`src/rtl/mc_controller.sv`:
```
// Multi-cycle control FSM for a shared PC/IR/GRF/EXT/ALU/DM datapath.
// Advances one state per cycle. S_MEM is stretched to MEM_LAT cycles for data-memory access.
module mc_controller #(
  parameter int MEM_LAT = 1
) (
  input  logic       clk,
  input  logic       reset,
  input  logic [5:0] op,
  input  logic [5:0] func,
  input  logic       zero,
  output logic       PCWrite,
  output logic       IRWrite,
  output logic       RegWrite,
  output logic       MemWrite,
  output logic [1:0] NPCsel,
  output logic [1:0] EXTop,
  output logic [2:0] ALUcontrol,
  output logic       ALUSrc,
  output logic [1:0] RegDst,
  output logic [1:0] MemtoReg,
  output logic [2:0] state,
  output logic       instr_done
);

  typedef enum logic [2:0] {
    S_FETCH  = 3'd0,
    S_DECODE = 3'd1,
    S_EXEC   = 3'd2,
    S_MEM    = 3'd3,
    S_WB     = 3'd4
  } state_t;

  localparam logic [5:0] OP_RTYPE = 6'h00;
  localparam logic [5:0] OP_J     = 6'h02;
  localparam logic [5:0] OP_JAL   = 6'h03;
  localparam logic [5:0] OP_BEQ   = 6'h04;
  localparam logic [5:0] OP_ORI   = 6'h0D;
  localparam logic [5:0] OP_LUI   = 6'h0F;
  localparam logic [5:0] OP_LW    = 6'h23;
  localparam logic [5:0] OP_SW    = 6'h2B;
  localparam logic [5:0] FN_JR    = 6'h08;
  localparam logic [5:0] FN_ADDU  = 6'h21;
  localparam logic [5:0] FN_SUBU  = 6'h23;

  localparam logic [3:0] CNT_LAST = 4'(MEM_LAT - 1);

  state_t     state_reg;
  logic [3:0] wait_cnt_reg;

  logic is_addu, is_subu, is_jr, is_ori, is_lw, is_sw;
  logic is_beq, is_lui, is_jal, is_j;
  logic is_jump, is_known, is_mem, mem_last;

  assign is_addu  = (op == OP_RTYPE) && (func == FN_ADDU);
  assign is_subu  = (op == OP_RTYPE) && (func == FN_SUBU);
  assign is_jr    = (op == OP_RTYPE) && (func == FN_JR);
  assign is_ori   = (op == OP_ORI);
  assign is_lw    = (op == OP_LW);
  assign is_sw    = (op == OP_SW);
  assign is_beq   = (op == OP_BEQ);
  assign is_lui   = (op == OP_LUI);
  assign is_jal   = (op == OP_JAL);
  assign is_j     = (op == OP_J);
  assign is_jump  = is_j || is_jal || is_jr;
  assign is_mem   = is_lw || is_sw;
  assign is_known = is_addu || is_subu || is_ori || is_lui || is_beq || is_mem || is_jump;
  assign mem_last = (wait_cnt_reg == CNT_LAST);

  assign state = state_reg;

  always_ff @(posedge clk) begin
    if (reset) begin
      state_reg    <= S_FETCH;
      wait_cnt_reg <= '0;
    end else begin
      wait_cnt_reg <= '0;
      case (state_reg)
        S_FETCH:  state_reg <= S_DECODE;
        S_DECODE: state_reg <= (is_jump || !is_known) ? S_FETCH : S_EXEC;
        S_EXEC: begin
          if (is_beq)      state_reg <= S_FETCH;
          else if (is_mem) state_reg <= S_MEM;
          else             state_reg <= S_WB;
        end
        S_MEM: begin
          if (mem_last) begin
            state_reg <= is_lw ? S_WB : S_FETCH;
          end else begin
            state_reg    <= S_MEM;
            wait_cnt_reg <= wait_cnt_reg + 4'd1;
          end
        end
        S_WB:     state_reg <= S_FETCH;
        default:  state_reg <= S_FETCH;
      endcase
    end
  end

  // Datapath selects established in S_EXEC and held through S_MEM/S_WB.
  logic [2:0] exe_alu;
  logic       exe_src;
  logic [1:0] exe_ext;
  logic [1:0] wb_dst;
  logic [1:0] wb_m2r;

  always_comb begin
    exe_alu = 3'b000;
    exe_src = 1'b0;
    exe_ext = 2'b00;
    wb_dst  = 2'b00;
    wb_m2r  = 2'b00;
    if (is_subu || is_beq) exe_alu = 3'b001;
    if (is_ori)            exe_alu = 3'b010;
    if (is_ori || is_mem)  exe_src = 1'b1;
    if (is_ori)            exe_ext = 2'b01;
    if (is_lui)            exe_ext = 2'b10;
    if (is_ori || is_lui || is_lw) wb_dst = 2'b01;
    if (is_lw)             wb_m2r = 2'b01;
    if (is_lui)            wb_m2r = 2'b11;
  end

  always_comb begin
    PCWrite    = 1'b0;
    IRWrite    = 1'b0;
    RegWrite   = 1'b0;
    MemWrite   = 1'b0;
    NPCsel     = 2'b00;
    EXTop      = 2'b00;
    ALUcontrol = 3'b000;
    ALUSrc     = 1'b0;
    RegDst     = 2'b00;
    MemtoReg   = 2'b00;
    instr_done = 1'b0;
    if (!reset) begin
      case (state_reg)
        S_FETCH: begin
          IRWrite = 1'b1;
          PCWrite = 1'b1;
        end
        S_DECODE: begin
          if (is_j || is_jal) begin
            PCWrite = 1'b1;
            NPCsel  = 2'b10;
          end
          if (is_jal) begin
            RegWrite = 1'b1;
            RegDst   = 2'b10;
            MemtoReg = 2'b10;
          end
          if (is_jr) begin
            PCWrite = 1'b1;
            NPCsel  = 2'b11;
          end
          instr_done = is_jump || !is_known;
        end
        S_EXEC: begin
          ALUcontrol = exe_alu;
          ALUSrc     = exe_src;
          EXTop      = exe_ext;
          if (is_beq) begin
            NPCsel     = 2'b01;
            PCWrite    = zero;
            instr_done = 1'b1;
          end
        end
        S_MEM: begin
          ALUcontrol = exe_alu;
          ALUSrc     = exe_src;
          EXTop      = exe_ext;
          if (is_sw && mem_last) begin
            MemWrite   = 1'b1;
            instr_done = 1'b1;
          end
        end
        S_WB: begin
          ALUcontrol = exe_alu;
          ALUSrc     = exe_src;
          EXTop      = exe_ext;
          RegWrite   = 1'b1;
          RegDst     = wb_dst;
          MemtoReg   = wb_m2r;
          instr_done = 1'b1;
        end
        default: ;
      endcase
    end
  end

endmodule
```
`config.mk`:
```
export PLATFORM = sky130hd
export DESIGN_NAME = mc_controller
export DESIGN_NICKNAME = d
export VERILOG_FILES = /design/src/rtl/mc_controller.sv
export SDC_FILE = /design/constraint.sdc
export NUM_CORES = 1
export LEC_CHECK = 0
export CAP_MARGIN = 10
export CORE_UTILIZATION = 30
export CTS_CLUSTER_SIZE = 24
export DETAILED_ROUTE_END_ITERATION = 7
export PLACE_DENSITY = 0.63
export SLEW_MARGIN = 20
export SYNTH_ARGS = -nofsm -noshare
export SYNTH_HDL_FRONTEND = slang
export SYNTH_SLANG_ARGS = --single-unit
```
`constraint.sdc`:
```
create_clock -name clk -period 5 [get_ports clk]
set_input_delay 1 -clock clk [delete_from_list [all_inputs] [get_ports clk]]
set_output_delay 1 -clock clk [all_outputs]
set_load 0.03 [all_outputs]
```
==> run_results.csv <==
group,metric,value,unit
synth,yosysTopAreaCell,"dfxtp_1",
critical_path,critPathLaunchType,"primary input",
synth,ys_seq_area_share,20.9,%
placed_design,gp_congestion,0.799,
routing,vias,812,
cells_and_area,largest_reg_flops,4,
synth,synthArstFlopShare,0,%
routing,wl_per_cell,12.8,um
clock_network,cts_setup_buffers,0,
floorplan,die_x,49.3,um
timing,slew_violations,0,
power,power,0.152,mW
cells_and_area,final_nets,144,
critical_path,cp.arrival,3.34,ns
cells_and_area,n_antenna_cell,0,
power,leakage,0.414,nW
hold_path,min_path_type,"reg2reg",
placed_design,hpwlAfterDp,1600,um
critical_path,slowest_stage,"clkdlybuf4s50_1",
synth,syn_nets,108,
hold_path,worstHoldEndpoint,"wait_cnt_reg[0]$_SDFF_PP0_",
floorplan,dieArea,0.00243,mm2
timing,fin_setup_tns,0,ns
cells_and_area,syn_to_final_growth,56.5,%
timing,setup_ws,0.660,ns
critical_path,crit-reg2reg-capture,"state[1]$_SDFF_PP0_",
clock_network,cts_buffer_depth,2,
hold_path,hold_path_startpoint,"wait_cnt_reg[0]$_SDFF_PP0_",
power,p_per_area,145,mW/mm2
timing,fin_skew,0.00655,ns
critical_path,crit_type,"in2out",
critical_path,cp_max_fo,7,
critical_path,path_common_cell,"clkdlybuf4s50_1",
global_routing,grt_max_degree,12,
placed_design,dpl_worst_slack,0.674,ns
synth,synth-seq-cells,7,
synth,synth_edf_count,0,
floorplan,die_h,49.3,um
power,ir_drop,0.113,mV
critical_path,r2r_cells,6,
routing,ant_nets,0,
synth,ys_warn_count,0,
critical_path,slowest_delay,0.69,ns
placed_design,io_buffer_count,33,
clock_network,clk-insertion-delay-late,0.25,ns
cells_and_area,drive_above_1_share,7.14,%
floorplan,boundaryPins,35,
synth,avgSynthCellArea,7.37,um2
synth,yosysTopAreaCellShare,20.9,%
critical_path,reg2reg_setup_slack,3.42,ns
global_routing,grt_pass1_wl,3260,um
synth,netlist_area,671,um2
global_routing,antenna_found_initial,0,
synth,synth_ff_type,"dfxtp_1",
clock_network,cts.clk_slew.worst_paths,0.06,ns
hold_path,hold_depth,1,
clock_network,cts.htree.levels,1,
cells_and_area,register_area,140,um2
synth,synthTopCellsByCount,"nor2_1, dfxtp_1, a21oi_1",
synth,syn_inst,91,
critical_path,cp.required,4.00,ns
critical_path,r2r-start,"wait_cnt_reg[0]$_SDFF_PP0_",
floorplan,core.rowCount,16,
clock_network,cts_tree,"yes",
synth,synthDistinctLibCells,40,
cells_and_area,fill_cells,195,
timing,fmax,230,MHz
clock_network,clock_sink_count,7,
global_routing,grt_pass1_vias,698,
routing,drc,0,
placed_design,dp.cells,149,
routing,drt-pass1-iter-count,4,
clock_network,clock-root-buffer,"clkbuf_4",
timing,fin_crit_sh,86.8,%
synth,synth_area_leaders,"dfxtp_1, and3_1, nor2b_1",
outcome,status,"completed",
routing,vias_per_cell,5.31,
timing,setup_viol,0,
routing,drt_wl_total,1960,um
routing,first_iter_violations,26,
clock_network,postCtsHoldBufs,0,
timing,rsz0062_at_grt,"no",
timing,min_period,4.34,ns
critical_path,end_kind,"output pin",
synth,yosysMostFrequentCell,"nor2_1",
floorplan,core_area,0.00202,mm2
cells_and_area,fin_cells,153,
clock_network,cts.repair.resized,0,
global_routing,grt_use_total,17.1,%
critical_path,crit_path_cell_trace,"clkdlybuf4s50_1, or4_1, and4bb_1, a21oi_1, nor3_2, clkdlybuf4s50_1",
timing,hold_violations,0,
cells_and_area,multi_input_area,500,um2
global_routing,global_route.overflow_total,0,
clock_network,cts-buffers-inserted,3,
flow_run,cap_violations,0,
cells_and_area,fin_util,51.9,%
floorplan,start_util,33.2,%
[final cells by class]
class | count | area share (%)
clock buffer | 4 | 2.50
inverter | 5 | 1.79
multi-input combinational | 77 | 47.7
sequential | 7 | 13.3
tap | 27 | 3.22
timing repair buffer | 33 | 31.5
[per-layer routing]
layer / global-route usage [%] / vias up / wire, um
met1: 22.8 / 369 / 908
met4: 2.94 / 0 / 13
li1: - / 407 / -
met3: 5.61 / 2 / 154
met5: 0 / - / 0
met2: 26.7 / 34 / 881
[critical path, delay by kind of cell]
family | cells | cell delay, ns
simple gates | 3 | 1.01
compound gates | 1 | 0.11
buf+inv | 2 | 1.22
[cells in the final DEF (no fill, tap or decap), types with 2 or more instances in the layout]
master           Yosys  routed
a21oi_1              6       6
a31o_2               2       2
and2_1               3       3
and3_1               5       5
clkbuf_4             0       3
clkdlybuf4s50_1      0      33
dfxtp_1              7       7
ha_1                 2       2
inv_1                5       5
nand2_1              4       4
nand3_1              4       4
nand3b_1             3       3
nand4_1              2       2
nor2_1               8       8
nor2b_1              5       5
nor3_1               5       5
nor3b_1              2       2
o21ai_0              2       2
or2_2                2       2
xnor2_1              2       2
[power by group]
part	switching [mW]	internal [mW]
sequential	0.00196	0.0566
combinational	0.0204	0.0213
clock	0.0212	0.0305
total	0.0436	0.108
[cells by family (layout without fill, tap and decap cells)]
family	after synthesis	count (layout)	synth area share, %
simple gates	53	53	47.9
compound gates	19	19	19.8
flops	7	7	20.9
buf+inv	7	42	4.48
fa+ha+maj	2	2	3.73
xor+xnor	2	2	2.61
other cells	1	1	0.559
[per-stage QoR]
stage	hold slack [ns]	instance area, um2
after floorplan	0.430	671
after global placement	0.446	1020
after detailed placement	0.462	1020
after CTS	0.474	1050
after global routing	0.494	1050
final	0.461	1050
[worst max path at each step]
stage | start | to | slack (ns) | cells after the start
after global placement | op[1] | ALUcontrol[0] | 0.66 | 6
after CTS | op[1] | ALUcontrol[0] | 0.67 | 6
after detailed placement | op[1] | ALUcontrol[0] | 0.67 | 6
after floorplan | op[0] | PCWrite | 1.56 | 4
after global routing | op[1] | NPCsel[0] | 0.51 | 6
final | op[1] | ALUcontrol[0] | 0.66 | 6
No activity file was read; power rests on OpenSTA's default activity.
